==> config.mk <==
export PLATFORM = sky130hd
export DESIGN_NAME = demux_vc
export DESIGN_NICKNAME = d
export VERILOG_FILES = /design/src/rtl/demux_vc_pkg.sv /design/src/rtl/demux_vc_fifo_vc.sv /design/src/rtl/demux_vc.sv
export SDC_FILE = /design/constraint.sdc
export NUM_CORES = 1
export LEC_CHECK = 0
export ABC_AREA = 1
export CAP_MARGIN = 15
export CORE_ASPECT_RATIO = 1.5
export CORE_MARGIN = 3
export CORE_UTILIZATION = 31
export CTS_CLUSTER_DIAMETER = 120
export DETAILED_ROUTE_END_ITERATION = 8
export MAX_ROUTING_LAYER = met4
export SYNTH_ARGS = -nofsm -noshare
export SYNTH_HDL_FRONTEND = slang
export SYNTH_SLANG_ARGS = --single-unit
==> constraint.sdc <==
create_clock -name clk -period 1.6 [get_ports clk]
set_input_delay 0.24 -clock clk [delete_from_list [all_inputs] [get_ports clk]]
set_output_delay 0.24 -clock clk [all_outputs]
set_load 0.03 [all_outputs]
==> src/rtl/demux_vc_pkg.sv <==
// Shared definitions for the two-virtual-channel demultiplexer.
package demux_vc_pkg;

   localparam int unsigned DATA_W       = 6;
   localparam int unsigned DEPTH_DEF    = 4;
   localparam int unsigned AF_LEVEL_DEF = 3;

   typedef enum logic {
      VC0 = 1'b0,
      VC1 = 1'b1
   } vc_e;

endpackage : demux_vc_pkg

==> src/rtl/demux_vc_fifo_vc.sv <==
// Per-channel synchronous first-word-fall-through FIFO with
// full, almost-full and sticky overflow flags.
module fifo_vc #(
   parameter int unsigned DATA_W   = 6,
   parameter int unsigned DEPTH    = 4,
   parameter int unsigned AF_LEVEL = 3
) (
   input  logic              clk,
   input  logic              reset,
   input  logic              push,
   input  logic              pop,
   input  logic [DATA_W-1:0] data_in,
   output logic [DATA_W-1:0] data_out,
   output logic              valid_out,
   output logic              full,
   output logic              almost_full,
   output logic              overflow
);

   localparam int unsigned PTR_W = (DEPTH > 1) ? $clog2(DEPTH) : 1;
   localparam int unsigned CNT_W = PTR_W + 1;

   logic [DATA_W-1:0] r_mem [DEPTH];
   logic [PTR_W-1:0]  r_wr_ptr;
   logic [PTR_W-1:0]  r_rd_ptr;
   logic [CNT_W-1:0]  r_count;
   logic              r_valid;
   logic              r_full;
   logic              r_af;
   logic              r_ovf;

   logic              w_do_push;
   logic              w_do_pop;
   logic              w_drop;
   logic [CNT_W-1:0]  w_count_nxt;

   // A pop on a full FIFO frees the slot the concurrent push needs.
   always_comb begin
      w_do_pop    = pop & r_valid;
      w_do_push   = push & (~r_full | w_do_pop);
      w_drop      = push & ~w_do_push;
      w_count_nxt = r_count;
      if (w_do_push && !w_do_pop) begin
         w_count_nxt = r_count + CNT_W'(1);
      end else if (w_do_pop && !w_do_push) begin
         w_count_nxt = r_count - CNT_W'(1);
      end
   end

   always_ff @(posedge clk) begin
      if (reset) begin
         r_wr_ptr <= '0;
         r_rd_ptr <= '0;
         r_count  <= '0;
         r_valid  <= 1'b0;
         r_full   <= 1'b0;
         r_af     <= 1'b0;
         r_ovf    <= 1'b0;
      end else begin
         if (w_do_push) begin
            r_wr_ptr <= r_wr_ptr + PTR_W'(1);
         end
         if (w_do_pop) begin
            r_rd_ptr <= r_rd_ptr + PTR_W'(1);
         end
         r_count <= w_count_nxt;
         r_valid <= (w_count_nxt != '0);
         r_full  <= (w_count_nxt == CNT_W'(DEPTH));
         r_af    <= (w_count_nxt >= CNT_W'(AF_LEVEL));
         if (w_drop) begin
            r_ovf <= 1'b1;
         end
      end
   end

   // Storage is not reset; the head is masked while the FIFO is empty.
   always_ff @(posedge clk) begin
      if (w_do_push) begin
         r_mem[r_wr_ptr] <= data_in;
      end
   end

   assign data_out    = r_valid ? r_mem[r_rd_ptr] : '0;
   assign valid_out   = r_valid;
   assign full        = r_full;
   assign almost_full = r_af;
   assign overflow    = r_ovf;

endmodule : fifo_vc

==> src/rtl/demux_vc.sv <==
// Receive end of the VC0/VC1 muxed link: steers tagged words into
// one FWFT FIFO per virtual channel.
module demux_vc
   import demux_vc_pkg::*;
#(
   parameter int unsigned DEPTH    = DEPTH_DEF,
   parameter int unsigned AF_LEVEL = AF_LEVEL_DEF
) (
   input  logic              clk,
   input  logic              reset,
   input  logic              valid_in,
   input  logic              vc_sel,
   input  logic [DATA_W-1:0] data_in,
   input  logic              pop_VC0,
   input  logic              pop_VC1,
   output logic [DATA_W-1:0] data_out_VC0,
   output logic [DATA_W-1:0] data_out_VC1,
   output logic              valid_out_VC0,
   output logic              valid_out_VC1,
   output logic              full_VC0,
   output logic              full_VC1,
   output logic              almost_full_VC0,
   output logic              almost_full_VC1,
   output logic              overflow_VC0,
   output logic              overflow_VC1
);

   logic w_push_vc0;
   logic w_push_vc1;

   assign w_push_vc0 = valid_in & (vc_e'(vc_sel) == VC0);
   assign w_push_vc1 = valid_in & (vc_e'(vc_sel) == VC1);

   fifo_vc #(
      .DATA_W   (DATA_W),
      .DEPTH    (DEPTH),
      .AF_LEVEL (AF_LEVEL)
   ) u_fifo_vc0 (
      .clk         (clk),
      .reset       (reset),
      .push        (w_push_vc0),
      .pop         (pop_VC0),
      .data_in     (data_in),
      .data_out    (data_out_VC0),
      .valid_out   (valid_out_VC0),
      .full        (full_VC0),
      .almost_full (almost_full_VC0),
      .overflow    (overflow_VC0)
   );

   fifo_vc #(
      .DATA_W   (DATA_W),
      .DEPTH    (DEPTH),
      .AF_LEVEL (AF_LEVEL)
   ) u_fifo_vc1 (
      .clk         (clk),
      .reset       (reset),
      .push        (w_push_vc1),
      .pop         (pop_VC1),
      .data_in     (data_in),
      .data_out    (data_out_VC1),
      .valid_out   (valid_out_VC1),
      .full        (full_VC1),
      .almost_full (almost_full_VC1),
      .overflow    (overflow_VC1)
   );

endmodule : demux_vc
==> results of run 1 <==
==> flip-flops by register name, indices dropped and copies added, names as in the netlist, named ones only <==
register / count
u_fifo_vc1.almost_full: 1
u_fifo_vc0.r_rd_ptr: 2
u_fifo_vc0.valid_out: 1
u_fifo_vc1.full: 1
u_fifo_vc0.almost_full: 1
u_fifo_vc0.full: 1
u_fifo_vc1.r_rd_ptr: 2
u_fifo_vc1.r_mem: 24
u_fifo_vc1.r_count: 3
u_fifo_vc1.r_wr_ptr: 2
u_fifo_vc0.overflow: 1
u_fifo_vc1.valid_out: 1
u_fifo_vc1.overflow: 1
u_fifo_vc0.r_count: 3
u_fifo_vc0.r_mem: 24
u_fifo_vc0.r_wr_ptr: 2
==> cell families after synthesis <==
kind of cell,Yosys count,share of synthesized area
buf+inv,43,0.0525
xor+xnor,4,0.0111
flops,74,0.623
fa+ha+maj,12,0.0477
compound gates,50,0.0839
simple gates,129,0.181
==> metal layers <==
layer	up-vias	routed length, um	GRT usage
met5	-	0	-
met4	0	120	0.0614
met3	7	201	0.0312
met2	35	3530	0.218
met1	1032	2490	0.130
li1	1164	-	-
==> cell type report <==
cell class / count / area share
inverters: 38 / 0.0360
clock buffers: 9 / 0.0541
flip-flops and latches: 74 / 0.473
repair buffers: 56 / 0.122
multi-input cells: 195 / 0.260
clock inverters: 7 / 0.0168
repair inverters: 2 / 0.00360
well taps: 115 / 0.0345
==> report_power, final <==
group	leakage [nW]	total, mW	switching [mW]	internal [mW]
logic	0.921	1.49	0.916	0.576
registers	0.651	2.30	0.112	2.19
clock network	0.137	1.93	0.735	1.20
==> worst paths after layout <==
check	start	to	slack (ns)	depth (start not counted)
max	flop	data_out_VC1[4]	-0.09	5
max reg2reg	u_fifo_vc0.r_count[0]$_SDFF_PP0_	u_fifo_vc0.valid_out$_SDFF_PP0_	0.31	9
min reg2reg	u_fifo_vc1.overflow$_SDFFE_PP0P_	u_fifo_vc1.overflow$_SDFFE_PP0P_	0.49	2
min	u_fifo_vc1.overflow$_SDFFE_PP0P_	u_fifo_vc1.overflow$_SDFFE_PP0P_	0.49	2
==> timing repair <==
action                                  CTS  global route
buffers inserted                          1             2
endpoints found under the setup margin   17            13
pin swaps                                13            17
gates resized for setup                  37            29
endpoints found under the hold margin     0             0
cloned                                    1             1
hold buffers                              0             0
==> cell usage in the layout, fill, tap and decap left out, drive strengths merged <==
| master | instances |
|---|---|
| a21oi | 16 |
| a31oi | 2 |
| buf | 37 |
| bufinv | 1 |
| clkbuf | 9 |
| clkdlybuf4s50 | 13 |
| clkinv | 5 |
| clkinvlp | 6 |
| dfxtp | 26 |
| dlygate4sd2 | 5 |
| dlymetal6s2s | 1 |
| edfxtp | 48 |
| ha | 12 |
| inv | 35 |
| nand2 | 39 |
| nand3 | 16 |
| nand3b | 1 |
| nand4 | 2 |
| nor2 | 71 |
| o21ai | 32 |
| xnor2 | 1 |
| xor2 | 3 |
==> worst reg2reg max path, cell delays in order (launching register included) <==
cell and delay [ns]:
dfxtp_1 0.33, inv_1 0.07, ha_1 0.31, nand3_1 0.10
nand2_1 0.08, nand2_1 0.05, nand2_1 0.07, nand2_1 0.08
nand2_1 0.06, nand2_1 0.05
==> impl_results.md, run 1 <==
* Startpoint Class: flop
* Num Clock Sinks at 74
* #FFs+latches synth at 74
* Most frequent CP cell: buf_4
* Most frequent cell after synthesis: nor2_1
* Post-synthesis net count at 336
* Synth warnings at 0
* GRT Util Overall at 0.126
* Rel. slew slack at 0.723
* Core Region at 9800 um2
* Worst slew pin tran at 0.415 ns
* Largest net degree at the start of global routing at 14
* Gpl congestion at 0.773
* Layout cells sized above 1 at 0.244
* Initial antenna violation count at 0
* H-tree levels at 3
* Mapped Area at 3150 um2
* DR vias at 2238
* CTS Buffer Depth at 2
* Footprint of the multi-input gates at 1080 um2
* WL/cell at 12.8 um
* Total Wirelength at 6.34 mm
* Final Util at 0.425
* Pleak at 1.71 nW
* Status: complete, but fails checks
* Layout fillers at 954
* # setup viols final at 12
* CP Capture Type: output port
* Cell Rows at 44
* Place WS at -0.120 ns
* DIE HEIGHT at 129 um
* Final std cells w/o fill at 496
* DRC at 0
* Root buf cell: clkbuf_16
* CP Cell Sequence: buf_4 > clkinvlp_4 > o21ai_1 > a21oi_1 > buf_4
* CTS tree: done
* Port Buffer Count at 31
* DP HPWL at 4.65 mm
* Register area share after synthesis at 0.623
* I/O pin count at 32
* Cts bufs inserted at 9
* Dpl cell area at 3730 um2
* Number of max-cap violations at 0
* ANT nets after route at 0
* Setup ws final at -0.0901 ns
* Yosys top cell by area: edfxtp_1
* Tot Pwr at 5.73 mW
* PD cells at 1370 nW/um2
* # diodes at 0
* CP top delay family: buffers and inverters
* First-pass GRT wire length at 10.4 mm
* Share of synthesized registers carrying an async set or reset at 0
* Setup Crit Path Kind: reg2out
* Initial Util at 0.321
* CP Max Fanout at 8
* DRT iter0 DRCs at 133
* Die extent in x at 88.3 um
* Hold Violations, Final at 0
* Post-synth EDFFs at 48
* Slowest-stage cell, CP: dfxtp_4
* Final Skew at 0.00537 ns
* Largest cells by area after synthesis: edfxtp_1 (46%), dfxtp_1 (17%), nor2_1 (8.3%)
* Worst-skew pair later-pin latency at 0.33 ns
* Unique masters post-synth at 24
* FMAX at 0.592 GHz
* VDD IR max at 0.637 mV
* FF+latch area at 1970 um2
* Initial DRT Pass Iterations at 4
* Unrepaired setup endpoints after global routing: yes
* Tmin final at 1.69 ns
* Post-Place Cells at 475
* Crit path arrival time at 1.45 ns
* Vias per cell at 4.51
* Synth top area share at 0.458
* Synth-to-layout area growth at 32.4%
* Vias in the first global route at 2163
* Synth Flop Type: edfxtp_1
* HP Class: reg2reg
* Setup TNS Final at -0.490 ns
* Required @ worst endpoint at 1.36 ns
* Hold slack at 0.486 ns
* Max Slew Vio Count at 0
* Share of the clock period used by the worst path at 1.06
* Design Area, Final at 4170 um2
* Synth top cells by count: nor2_1 (70), edfxtp_1 (48), inv_1 (33), nand2_1 (33), o21ai_0 (28)
* Clock Pin Slew Worst Setup and Hold Paths at 0.06 ns
* Total gr overflow at 0
* CP max stage delay at 0.41 ns
* NumNets Final at 400
* Mapped Cells at 312
* Failing checks: setup timing
* CP bufs+invs at 3
* Die Area at 11400 um2
* Syn Area/Cell at 10.1 um2
No activity file was read; power rests on OpenSTA's default activity.
==> run 2: changes to the inputs <==
- CELL_PAD_IN_SITES_DETAIL_PLACEMENT: default -> 0
- CELL_PAD_IN_SITES_GLOBAL_PLACEMENT: default -> 2
- CORE_UTILIZATION: 31 -> 36
- PLACE_DENSITY_LB_ADDON: default -> 0.1
==> run 2 against run 1 <==
The flow still finishes with violations (setup timing). Cell area down 0.54%. Die area down 13%. Register-to-register slack worse by 0.02 ns. Clock power about the same. Combinational power about the same.
==> impl_results.md, run 2 (same netlist as run 1, synthesis figures left out) <==
* Status: complete, but fails checks
* Failing checks: setup timing
* Synth-to-layout area growth at 31.6%
* Gate power share at 0.262
* Unrepaired setup endpoints after global routing: yes
* Design Area, Final at 4140 um2
* Die extent in x at 82.3 um
* Vias per cell at 4.63
* Num Clock Sinks at 74
* Most frequent cells in the layout: nor2_1 (61), edfxtp_1 (48), nand2_1 (33)
* PD cells at 1380 nW/um2
* CP Max Fanout at 6
* Cts bufs inserted at 9
* Max Slew Vio Count at 0
* Required @ worst endpoint at 1.36 ns
* CP Capture Type: output port
* DR vias at 2262
* Share of the clock period used by the worst path at 1.05
* CTS Buffer Depth at 2
* Layout fillers at 818
* Vias in the first global route at 2334
* DRT iter0 DRCs at 87
* NumNets Final at 401
* CTS tree: done
* Final Skew at 0.00595 ns
* Initial DRT Pass Iterations at 4
* Worst slew pin tran at 0.412 ns
* H-tree levels at 3
* Final std cells w/o fill at 489
* Psw at 1.74 mW
* Layout cells sized above 1 at 0.236
* Gpl congestion at 0.738
* ANT nets after route at 0
* Root buf cell: clkbuf_16
* Cell Rows at 41
* DIE HEIGHT at 121 um
* Crit path arrival time at 1.44 ns
* WL/cell at 13.8 um
* Port Buffer Count at 31
* Core Region at 8460 um2
* Initial Util at 0.372
* P_int at 3.97 mW
* First-pass GRT wire length at 10.9 mm
* Setup Crit Path Kind: reg2out
* Clock Pin Slew Worst Setup and Hold Paths at 0.05 ns
* Rel. slew slack at 0.724
* Top Registers: u_fifo_vc0.r_mem (24), u_fifo_vc1.r_mem (24)
* Initial antenna violation count at 0
* Pleak at 1.71 nW
* # diodes at 0
* HP Class: reg2reg
* Clock share of power at 0.336
* GRT Util Overall at 0.153
* Hold slack at 0.477 ns
* Total Wirelength at 6.75 mm
* VDD IR max at 0.777 mV
* Number of max-cap violations at 0
* Hold Violations, Final at 0
* Setup ws final at -0.0772 ns
* Switching Fraction at 0.304
* Largest net degree at the start of global routing at 13
* Total gr overflow at 0
* Worst-skew pair later-pin latency at 0.33 ns
* Post-Place Cells at 467
* Startpoint Class: flop
* FMAX at 0.596 GHz
* Tmin final at 1.68 ns
* Dpl cell area at 3720 um2
* Die Area at 9920 um2
* DRC at 0
* Sequential share of power at 0.402
* Setup TNS Final at -0.478 ns
* Final Util at 0.489
* # setup viols final at 12
* Most common cell after layout, fill and taps aside: nor2_1
* I/O pin count at 32
* DP HPWL at 4.71 mm
-- run 2: changes by cell type in the layout (fill, tap and decap cells not counted), moves of 2 or more --
cell      previous run  this run
buf_12               1         3
buf_4               29        31
buf_6                6         4
clkbuf_1             0         2
nor2_1              57        61
nor2_4               5         2
-- run 2: critical path, cell delays in order, from the launching register on --
cell and delay (ns):
dfxtp_4 0.41, buf_12 0.12, clkinvlp_4 0.12, o21ai_1 0.20, a21oi_1 0.09, buf_4 0.17
-- run 2: routing by layer --
| layer | up-vias | global-route usage | routed length, um |
|---|---|---|---|
| met4 | 0 | 0.0863 | 201 |
| met3 | 14 | 0.0201 | 198 |
| met1 | 1050 | 0.165 | 2740 |
| li1 | 1160 | - | - |
| met5 | - | - | 0 |
| met2 | 38 | 0.264 | 3610 |
-- run 2: per-stage QoR --
step	power (mW)	setup slack, ns
2_1_floorplan	3.20	0.0549
3_3_place_gp	3.74	-0.0883
3_5_place_dp	3.73	-0.107
4_1_cts	5.75	-0.0831
5_1_grt	6.03	-0.135
6_report	5.71	-0.0772
-- run 2: repair_timing --
item | 4_1_cts | 5_1_grt
gates resized for setup | 45 | 13
pin swaps | 21 | 8
setup endpoints to repair | 16 | 13
buffers inserted | 3 | 1
hold endpoints to repair | 0 | 0
gates cloned | 2 | 0
hold buffers | 0 | 0
-- run 2: layout make-up --
class	instances	area, um2	share of cell area
clock buffer	11	233	0.0562
clock inverter	5	55.1	0.0133
inverter	38	150	0.0362
multi-input combinational	195	1060	0.256
sequential	74	1970	0.476
tap	107	134	0.0323
timing repair buffer	57	526	0.127
timing repair inverter	2	15.0	0.00362
-- run 2: path summary, 6_finish.rpt --
kind	start	endpoint	slack (ns)	depth (start not counted)
worst max-delay path	flop	data_out_VC1[4]	-0.08	5
worst min-delay path	u_fifo_vc0.overflow$_SDFFE_PP0P_	u_fifo_vc0.overflow$_SDFFE_PP0P_	0.48	2
worst max register to register	u_fifo_vc0.r_count[0]$_SDFF_PP0_	u_fifo_vc0.valid_out$_SDFF_PP0_	0.29	9
worst min register to register	u_fifo_vc0.overflow$_SDFFE_PP0P_	u_fifo_vc0.overflow$_SDFFE_PP0P_	0.48	2
-- run 2: power by group through the flow --
| stage | Sequential, mW | Clock, mW | Combinational [mW] |
|---|---|---|---|
| 2_1_floorplan | 2.38 | 0 | 0.815 |
| 3_3_place_gp | 2.32 | 0 | 1.41 |
| 3_5_place_dp | 2.33 | 0 | 1.41 |
| 4_1_cts | 2.30 | 1.98 | 1.47 |
| 5_1_grt | 2.31 | 2.06 | 1.66 |
| 6_report | 2.30 | 1.92 | 1.50 |
